$ cat src/rtl/multdiv_pkg.sv
// multdiv_pkg: shared types and constants for the multiply/divide unit.
// FSM state encoding, op codes, default width and count width helper.
package multdiv_pkg;

  typedef enum logic [1:0] {
    IDLE,
    CALC,
    FIX
  } state_t;

  localparam logic OP_MULT = 1'b0;
  localparam logic OP_DIV  = 1'b1;

  localparam int MD_WIDTH = 32;

  function automatic int cnt_w(input int w);
    return $clog2(w);
  endfunction

  localparam int MD_CNT_W = cnt_w(MD_WIDTH);

endpackage

$ cat src/rtl/multdiv_signfix.sv
// multdiv_signfix: conditional two's-complement negation of an N-bit value.
// Used for operand magnitudes and for result sign correction.
module multdiv_signfix #(
  parameter int N = 32
) (
  input  logic         i_neg,
  input  logic [N-1:0] i_val,
  output logic [N-1:0] o_val
);

  assign o_val = i_neg ? -i_val : i_val;

endmodule

$ cat src/rtl/mult_div_unit.sv
// mult_div_unit: iterative shift-add multiply / restoring divide into HI/LO.
// Optional macro MULTDIV_UNSIGNED_EN honours is_unsigned (multu/divu).
module mult_div_unit
  import multdiv_pkg::*;
#(
  parameter int WIDTH = MD_WIDTH
) (
  input  logic             clock,
  input  logic             reset,
  input  logic             start,
  input  logic             op,
  input  logic             is_unsigned,
  input  logic [WIDTH-1:0] op_a,
  input  logic [WIDTH-1:0] op_b,
  output logic [WIDTH-1:0] hi,
  output logic [WIDTH-1:0] lo,
  output logic             busy,
  output logic             done,
  output logic             div_zero
);

  localparam int W  = WIDTH;
  localparam int CW = cnt_w(WIDTH);

  state_t           r_state;
  state_t           w_next;
  logic [CW-1:0]    r_cnt;
  logic             r_op;
  logic             r_dz;
  logic             r_neg_p;
  logic             r_neg_q;
  logic             r_neg_r;
  logic [W-1:0]     r_b;
  logic [2*W-1:0]   r_acc;
  logic [W-1:0]     r_hi;
  logic [W-1:0]     r_lo;
  logic             r_done;
  logic             r_div_zero;

  logic             w_signed;
  logic             w_sa;
  logic             w_sb;
  logic             w_b_zero;
  logic [W-1:0]     w_mag_a;
  logic [W-1:0]     w_mag_b;
  logic [2*W-1:0]   w_prod;
  logic [W-1:0]     w_quo;
  logic [W-1:0]     w_rem;
  logic [W:0]       w_sum;
  logic [2*W-1:0]   w_mul_nx;
  logic [W:0]       w_sh;
  logic [W:0]       w_diff;
  logic [2*W-1:0]   w_div_nx;

`ifdef MULTDIV_UNSIGNED_EN
  assign w_signed = ~is_unsigned;
`else
  logic w_unused_unsigned;
  assign w_unused_unsigned = is_unsigned;
  assign w_signed = 1'b1;
`endif

  assign w_sa     = w_signed & op_a[W-1];
  assign w_sb     = w_signed & op_b[W-1];
  assign w_b_zero = (op_b == '0);

  multdiv_signfix #(.N(W)) u_mag_a (
    .i_neg (w_sa),
    .i_val (op_a),
    .o_val (w_mag_a)
  );

  multdiv_signfix #(.N(W)) u_mag_b (
    .i_neg (w_sb),
    .i_val (op_b),
    .o_val (w_mag_b)
  );

  multdiv_signfix #(.N(2*W)) u_fix_p (
    .i_neg (r_neg_p),
    .i_val (r_acc),
    .o_val (w_prod)
  );

  multdiv_signfix #(.N(W)) u_fix_q (
    .i_neg (r_neg_q),
    .i_val (r_acc[W-1:0]),
    .o_val (w_quo)
  );

  multdiv_signfix #(.N(W)) u_fix_r (
    .i_neg (r_neg_r),
    .i_val (r_acc[2*W-1:W]),
    .o_val (w_rem)
  );

  // one multiply step: add multiplicand on LSB, shift right
  assign w_sum = {1'b0, r_acc[2*W-1:W]}
               + (r_acc[0] ? {1'b0, r_b} : {(W+1){1'b0}});
  assign w_mul_nx = {w_sum, r_acc[W-1:1]};

  // one restoring divide step: shift left, trial subtract
  assign w_sh   = r_acc[2*W-1:W-1];
  assign w_diff = w_sh - {1'b0, r_b};
  assign w_div_nx = w_diff[W]
                  ? {w_sh[W-1:0], r_acc[W-2:0], 1'b0}
                  : {w_diff[W-1:0], r_acc[W-2:0], 1'b1};

  // state register
  always_ff @(posedge clock) begin
    if (!reset) r_state <= IDLE;
    else        r_state <= w_next;
  end

  // next-state decode
  always_comb begin
    w_next = r_state;
    unique case (r_state)
      IDLE: if (start)
              w_next = (op == OP_DIV && w_b_zero) ? FIX : CALC;
      CALC: if (r_cnt == '0) w_next = FIX;
      FIX:  w_next = IDLE;
      default: w_next = IDLE;
    endcase
  end

  // operand latch, iteration datapath and HI/LO write-back
  always_ff @(posedge clock) begin
    if (!reset) begin
      r_cnt      <= '0;
      r_op       <= OP_MULT;
      r_dz       <= 1'b0;
      r_neg_p    <= 1'b0;
      r_neg_q    <= 1'b0;
      r_neg_r    <= 1'b0;
      r_b        <= '0;
      r_acc      <= '0;
      r_hi       <= '0;
      r_lo       <= '0;
      r_done     <= 1'b0;
      r_div_zero <= 1'b0;
    end else begin
      r_done <= 1'b0;
      unique case (r_state)
        IDLE: if (start) begin
          r_op  <= op;
          r_cnt <= CW'(W-1);
          if (op == OP_DIV) begin
            r_b     <= w_mag_b;
            r_dz    <= w_b_zero;
            r_neg_p <= 1'b0;
            r_neg_q <= ~w_b_zero & (w_sa ^ w_sb);
            r_neg_r <= w_sa;
            // zero divisor: remainder restores op_a, quotient all ones
            r_acc   <= w_b_zero ? {w_mag_a, {W{1'b1}}}
                                : {{W{1'b0}}, w_mag_a};
          end else begin
            r_b     <= w_mag_a;
            r_dz    <= 1'b0;
            r_neg_p <= w_sa ^ w_sb;
            r_neg_q <= 1'b0;
            r_neg_r <= 1'b0;
            r_acc   <= {{W{1'b0}}, w_mag_b};
          end
        end
        CALC: begin
          r_acc <= (r_op == OP_DIV) ? w_div_nx : w_mul_nx;
          if (r_cnt != '0) r_cnt <= r_cnt - CW'(1);
        end
        FIX: begin
          r_done <= 1'b1;
          if (r_op == OP_MULT) begin
            r_hi <= w_prod[2*W-1:W];
            r_lo <= w_prod[W-1:0];
          end else begin
            r_hi       <= w_rem;
            r_lo       <= w_quo;
            r_div_zero <= r_dz;
          end
        end
        default: ;
      endcase
    end
  end

  assign hi       = r_hi;
  assign lo       = r_lo;
  assign busy     = (r_state != IDLE);
  assign done     = r_done;
  assign div_zero = r_div_zero;

endmodule

$ cat config.mk
export PLATFORM = sky130hd
export DESIGN_NAME = mult_div_unit
export DESIGN_NICKNAME = d
export VERILOG_FILES = /design/src/rtl/multdiv_pkg.sv /design/src/rtl/multdiv_signfix.sv /design/src/rtl/mult_div_unit.sv
export SDC_FILE = /design/constraint.sdc
export NUM_CORES = 1
export LEC_CHECK = 0
export CAP_MARGIN = 40
export CORE_ASPECT_RATIO = 0.6
export CORE_MARGIN = 4
export CORE_UTILIZATION = 56
export CTS_BUF_LIST = sky130_fd_sc_hd__clkbuf_8
export DETAILED_ROUTE_END_ITERATION = 10
export PLACE_DENSITY = 0.76
export SYNTH_ARGS = -nofsm -noshare
export SYNTH_HDL_FRONTEND = slang
export SYNTH_HIERARCHICAL = 1
export SYNTH_SLANG_ARGS = --single-unit
$ cat constraint.sdc
create_clock -name clock -period 3.3 [get_ports clock]
set_input_delay 0.66 -clock clock [delete_from_list [all_inputs] [get_ports clock]]
set_output_delay 0.66 -clock clock [all_outputs]
set_load 0.01 [all_outputs]
# == After elaboration in Yosys (flattened, before gate mapping) ==
# Cells that the tools add are included.
# word_totals
regBits,174
output_inout_bits,67
# classes
n_eq_ne,5
addsub,8
n_reduce_logical,12
n_bitwise,3
muxes,27
# op_table
operator,count
$mux W64,6
$mux W32,8
$neg A32 Y32,4
$pmux W64 S2,1
$neg A64 Y64,1
$add A32 B32 Y33,1
$sub A33 B32 Y33,1
$logic_not A32 Y1,1
$mux W5,2
$pmux W5 S2,1
$reduce_and A2 Y1,4
$mux W2,3
$ne A2 B2 Y1 const B,3
$logic_not A5 Y1,1
$mux W1,5
$reduce_bool A5 Y1,1
$sub A5 B1 Y5 const B,1
$pmux W2 S2,1
$reduce_bool A2 Y1,2
$reduce_and A3 Y1,1
$eq A2 B1 Y1 const B,1
$eq A2 B2 Y1 const B,1
$logic_not A2 Y1,1
$and A1 B1 Y1,1
3 further kinds,3

# == Longest topological paths before layout ==
# Gate-level depths: netlist (run 1).
# depth
word_depth,6
depth_mapped,14
depth_no_buf,12

# == By module ==
# The synthesis (run 1) kept the hierarchy.
# modules_own_cells
module,seq_area_each_um2,cells_per_inst,area_per_inst_um2,n_inst
mult_div_unit,3483.3,1583,12753.5,1
multdiv_signfix at u_fix_q ...,0.0,108,767.0,3
multdiv_signfix at u_fix_p,0.0,198,1453.9,1
multdiv_signfix at u_mag_b,0.0,99,777.0,1

# == Worst setup path before layout (run 1) ==
# No wires, ideal clock.
# synth_path
path_type,input port to flip-flop
startpoint,input port op_a[14]
endpoint,register r_acc[30]
path_slack_ns,0.204
path_stages,9
arrival_ns,3.011
path_cell_list,or4_4 -> or4_4 -> buf_6 -> or3_1 -> o311ai_1 -> nor2_1 -> a211oi_1 -> a211oi_1 -> a211oi_1
# synth_between
elab_chain_len,6
# synth_rtl
item,line_no,text
"start, declared",mult_div_unit.sv:13,"input logic [WIDTH-1:0] op_a,"
$neg A32 Y32,multdiv_signfix.sv:11,assign o_val = i_neg ? -i_val : i_val;
$mux W32,multdiv_signfix.sv:11,
named net w_mag_a[30],mult_div_unit.sv:44,logic [W-1:0] w_mag_a;
$mux W64,mult_div_unit.sv:155,"r_acc <= w_b_zero ? {w_mag_a, {W{1'b1}}}"
$mux W64,mult_div_unit.sv:148,if (op == OP_DIV) begin
$mux W64,mult_div_unit.sv:145,IDLE: if (start) begin
$pmux W64 S2,mult_div_unit.sv:144,unique case (r_state)
"end signal, assigned",mult_div_unit.sv:155,
"end signal, assigned",mult_div_unit.sv:163,"r_acc <= {{W{1'b0}}, w_mag_b};"
"end signal, assigned",mult_div_unit.sv:167,r_acc <= (r_op == OP_DIV) ? w_div_nx : w_mul_nx;
"end, declared",mult_div_unit.sv:34,logic [2*W-1:0] r_acc;
# The timed path passes the listed nets, and every way through them passes these cells. The select of a mux whose other input is x is not followed.
# A chain may end at the register's enable or synchronous reset.

# == Worst setup path in the final report (run 1) ==
# layout_path
startpoint,input port op_a[22]
endpoint,register r_acc[31]
# Same word-level chain as after synthesis.

==> impl_metrics.tcl, run 1 <==
set metrics [dict create \
    crit_arrival_ns 3.71 \
    hold_viol 0 \
    ys_seq_area_frac 0.202 \
    yosys_register_bits 174 \
    clk_latency_ns 0.52 \
    critPathCapture "r_acc[31]" \
    cts.clk_slew.worst_paths_ns 0.11 \
    drv_cap 0 \
    route.met2.wl_mm 25.8 \
    startpoint_type "input port" \
    syn-num-nets 2346 \
    ant_nets 0 \
    drive_gt1_frac 0.173 \
    cp.required_ns 3.71 \
    cellLeakagePower_nw 8.13 \
    die_w_microns 235 \
    fin_cells 2911 \
    wl_met3_mm 9.80 \
    wl_met1_mm 28.7 \
    min_period_ns 3.30 \
    drtIter0Drc 2757 \
    place_area_sq_um 20700 \
    startpoint "op_a[22]" \
    synth.distinct_cells 91 \
    fin_crit_sh 0.999 \
    timing.rr.end "r_acc[43]" \
    post-place-ws_ns -0.379 \
    grt_max_degree 118 \
    end_kind "register" \
    power_density_nw_per_um2 400 \
    clockBufferDepth 2 \
    synth_flop_cell "dfxtp_1" \
    io_pins 136 \
    finish.utilization 0.709 \
    placementRows 49 \
    r2r-start "r_b[11]" \
    synth_area_leaders "dfxtp_1 (20%), xnor2_1 (11%), a211oi_1 (8.9%)" \
    fmax_ghz 0.303 \
    die_height_microns 144 \
    layout.nets 2631 \
    outcome "finished, final reports clean" \
    grt_pass1_vias 17660 \
    rr_worst_depth 14 \
    wl_mm 66.4 \
    worst_slack_ns 0.00210 \
    antenna_found_initial 1 \
    dpl.hpwl_mm 51.1 \
    tightest_slew_ns 0.910 \
    synth_top_cell_by_area "dfxtp_1" \
    avgRoutedWirePerCell_microns 22.8 \
    rrSetupSlack_ns 0.01 \
    grt_overflow 0 \
    hold_class "reg2reg" \
    route.detailed.drc 0 \
    skew_ns 0.0197 \
    area.growth.synth_to_final_pct 23.7 \
    start_util 0.573 \
    cts_max_level 4 \
    core_sq_um 30200 \
    grt.total_usage 0.372 \
    dpl.cell_count 2869 \
    cts_tree "built" \
    avgSynthCellArea_sq_um 7.84 \
    setup_viol 0 \
    first_pass_iters 7 \
    synth.most_common_cell "nor2_1" \
    rsz0062_at_grt "yes" \
    clkSinkCount 174 \
    netlist_area_sq_um 17300 \
    grt_pass1_wl_mm 101 \
    die-area_sq_um 33800 \
    portBuffers 134 \
    ys_async_sr_fraction 0 \
    worstSetupPathType "in2reg" \
    numCtsBuffers 17 \
    finalInstanceArea_sq_um 21400 \
    synth-edff-count 0 \
    synth_top_area_share 0.202 \
    vias 19256 \
    holdBufCountCts 0 \
    root_buffer "clkbuf_8" \
    gp_congestion 1.07 \
    crit_fanout 3 \
    finalMaxSlewViolations 0 \
    yosysWarnings 6 \
    top_layer "met5" \
    synthTopCellsByCount "nor2_1 (230), xnor2_1 (208), a211oi_1 (204), dfxtp_1 (174), nand2_1 (132)" \
    ir_drop_mv 0.367 \
    syn_inst 2204 \
    viasPerCell 6.61 \
    slew_headroom 0.387 \
]
==> sequential cells by signal, indices dropped and copies added (netlist names) <==
name	count
r_state	2
r_op	1
lo	32
div_zero	1
r_dz	1
r_neg_r	1
r_cnt	5
r_neg_q	1
done	1
r_b	32
r_neg_p	1
hi	32
r_acc	64
==> placed cells by master, fill, tap and decap left out, types with 41 or more instances in the layout <==
cell	n
o31ai_1	54
and2_1	41
nand2_1	131
nand3_1	46
buf_4	269
clkdlybuf4s50_1	133
xnor2_1	208
a21oi_1	93
a211oi_1	203
nor2_1	228
o41ai_1	48
ha_1	68
inv_1	69
o21ai_0	83
mux2i_1	131
dfxtp_1	158
==> cells by family (layout without fill, tap and decap cells) <==
group	Yosys count	after routing	share of synthesized area
buffers and inverters	223	521	0.0555
DFF	174	174	0.202
AOI/OAI and AO/OA	673	673	0.284
other	0	1	0
and+or+nand+nor	689	689	0.205
adders and majority gates	73	73	0.0537
xor gates and xnor gates	233	233	0.119
muxes	139	139	0.0819
==> metal layers <==
layer	up-vias	track usage
met3	154	0.111
li1	8859	-
met2	1218	0.531
met1	9023	0.540
met5	-	0
met4	2	0.112
==> timing repair <==
action | CTS | global route
resized for setup | 0 | 51
endpoints found under the setup margin | 0 | 26
setup buffers | 0 | 7
==> report_power, final <==
part / switching, mW / total, mW / internal, mW / leakage, nW
Sequential: 0.280 / 2.58 / 2.30 / 1.43
Clock: 0.935 / 1.58 / 0.647 / 0.206
Combinational: 2.52 / 4.39 / 1.87 / 6.50
Total: 3.73 / 8.56 / 4.83 / 8.13
==> worst min path at each step <==
| stage | start | end | slack (ns) | cells after the start |
|---|---|---|---|---|
| finish | div_zero | div_zero | 0.49 | 2 |
| global route | div_zero | div_zero | 0.50 | 2 |
| CTS | r_dz | div_zero | 0.49 | 2 |
| detailed placement | r_dz | div_zero | 0.47 | 2 |
| global placement | div_zero | div_zero | 0.45 | 2 |
| floorplan | r_dz | div_zero | 0.44 | 2 |
==> layout make-up <==
cell class	count	area [sq um]
multi-input cells	1807	13000
diodes	1	2.50
clock inverters	14	151
repair buffers	418	3670
fillers	2487	8790
inverters	71	269
well taps	408	510
clock buffers	18	248
flip-flops and latches	174	3510
==> worst max-delay path: stages <==
cell             delay [ns]
clkdlybuf4s50_1        0.41
or4_1                  0.60
or4b_1                 0.64
o41ai_2                0.29
xnor2_1                0.26
nor2_1                 0.09
a211oi_1               0.41
a211oi_1               0.09
a211oi_1               0.24
==> stage by stage <==
step	TNS [ns]	power, mW	hold slack (ns)
after floorplan	0	5.16	0.444
after global placement	-4.24	6.54	0.445
after detailed placement	-6.82	6.65	0.474
after CTS	0	8.22	0.492
after global routing	-2.53	8.95	0.505
final	0	8.56	0.490
No activity file was read; power rests on OpenSTA's default activity.
==> inputs of run 2 (changes only) <==
--- a/config.mk
+++ b/config.mk
@@ -8,10 +8,12 @@
 export CAP_MARGIN = 40
 export CORE_ASPECT_RATIO = 0.6
 export CORE_MARGIN = 4
-export CORE_UTILIZATION = 56
+export CORE_UTILIZATION = 58
 export CTS_BUF_LIST = sky130_fd_sc_hd__clkbuf_8
 export DETAILED_ROUTE_END_ITERATION = 10
-export PLACE_DENSITY = 0.76
+export DONT_BUFFER_PORTS = 1
+export MAX_ROUTING_LAYER = met4
+export PLACE_DENSITY = 0.72
 export SYNTH_ARGS = -nofsm -noshare
 export SYNTH_HDL_FRONTEND = slang
 export SYNTH_HIERARCHICAL = 1
==> run 2 against run 1 <==
Against the previous run:
- routed wire length down 2.4%
- die area down 3.3%
- sequential power about the same
- non-clock buffer count down 233
- register-to-register slack better by 0.05 ns
- flip-flop and latch count unchanged
- largest power group unchanged
==> impl_metrics.tcl, run 2 (synthesis gave the netlist of run 1 again) <==
set metrics [dict create \
    outcome "finished, final reports clean" \
    viasPerCell 6.88 \
    cts_tree "built" \
    die_w_microns 231 \
    portBuffers 0 \
    largest_register_ffs 64 \
    layout.nets 2398 \
    crit_chain "and2_1 -> ha_1 -> fa_1 -> a21oi_2 -> o221ai_1 -> a21o_1 -> a211oi_1 -> buf_4 -> o21a_1 -> o21ai_0 -> xnor2_1 -> a21oi_1 -> o31a_1" \
    slew_headroom 0.391 \
    rsz0062_at_grt "yes" \
    vias 18380 \
    ant_nets 0 \
    wl_mm 64.8 \
    cellLeakagePower_nw 7.12 \
    place_area_sq_um 18600 \
    start_util 0.595 \
    startpoint_type "register" \
    die-area_sq_um 32700 \
    gp_congestion 1.05 \
    post-place-ws_ns 0.0247 \
    holdBufCountCts 0 \
    fmax_ghz 0.309 \
    drive_gt1_frac 0.145 \
    fin_cells 2671 \
    setup_tns_ns 0 \
    root_buffer "clkbuf_8" \
    crit_arrival_ns 3.65 \
    path_delay_family "compound AO/OA/AOI/OAI gates" \
    power_density_nw_per_um2 426 \
    grt_pass1_vias 16002 \
    die_height_microns 142 \
    ir_drop_mv 0.305 \
    io_pins 136 \
    clkSinkCount 174 \
    end_kind "register" \
    cp_slowest_cell "fa_1" \
    skew_ns 0.0233 \
    hold_class "in2reg" \
    setup_viol 0 \
    fin_crit_sh 0.982 \
    clk_latency_ns 0.53 \
    worst_slack_ns 0.0608 \
    min_period_ns 3.24 \
    grt.total_usage 0.392 \
    power.total_mw 8.17 \
    crit_fanout 11 \
    layout_commonest_cell "nor2_1" \
    dpl.hpwl_mm 50.0 \
    area.growth.synth_to_final_pct 11.0 \
    core_sq_um 29100 \
    route.detailed.drc 0 \
    drv_cap 0 \
    finalInstanceArea_sq_um 19200 \
    cp_num_buf_inv 1 \
    cp_slowest_stage_delay_ns 0.42 \
    grt_overflow 0 \
    placementRows 48 \
    antenna_found_initial 2 \
    grt_pass1_wl_mm 97.4 \
    cts.clk_slew.worst_paths_ns 0.12 \
    largest-register "r_acc" \
    grt_max_degree 111 \
    avgRoutedWirePerCell_microns 24.3 \
    dpl.cell_count 2629 \
    hold_viol 0 \
    first_pass_iters 8 \
    worstSetupPathType "reg2reg" \
    cp.required_ns 3.71 \
    numCtsBuffers 17 \
    most-common-layout-cells "nor2_1 (228), xnor2_1 (207), a211oi_1 (203)" \
    cts_max_level 4 \
    finalMaxSlewViolations 0 \
    clockBufferDepth 2 \
    tightest_slew_ns 0.910 \
    drtIter0Drc 2628 \
]
-- run 2: metal layers --
layer  share of wire  global-route usage
met1            0.45               0.578
met2            0.38               0.494
met3            0.15               0.153
met4           0.021              0.0847
met5               0                   -
-- run 2: path summary, 6_finish.rpt --
kind,from,endpoint,slack [ns],cells past startpoint
worst max-delay path,r_acc[0],r_acc[57],0.06,13
worst min-delay path,reset,done,0.24,1
worst max register to register,r_acc[0],r_acc[57],0.06,13
worst min register to register,r_dz,r_dz,0.51,2
-- run 2: where the power goes --
part           internal (mW)  total [mW]  switching, mW
Sequential              2.30        2.60          0.297
Combinational           1.61        3.97           2.36
Clock                  0.647        1.60          0.956
Total                   4.56        8.17           3.62
-- run 2: cell type report --
cell class | count | area [sq um]
multi-input cells | 1807 | 13000
fillers | 2544 | 9890
flip-flops and latches | 174 | 3500
repair buffers | 185 | 1530
well taps | 400 | 500
inverters | 71 | 269
clock buffers | 18 | 248
clock inverters | 14 | 145
diodes | 2 | 5.00
-- run 2: metrics by stage --
| step | util | hold slack [ns] |
|---|---|---|
| 5_1_grt | 0.660 | 0.245 |
| 2_1_floorplan | - | 0.444 |
| 3_5_place_dp | 0.638 | 0.474 |
| 4_1_cts | 0.652 | 0.224 |
| 3_3_place_gp | 0.636 | 0.472 |
| 6_report | 0.660 | 0.239 |
-- run 2: repair_timing --
item	4_1_cts	5_1_grt
endpoints found under the setup margin	2	33
gates cloned	0	2
pin swaps	0	8
gates resized for setup	2	39
setup buffers	0	6
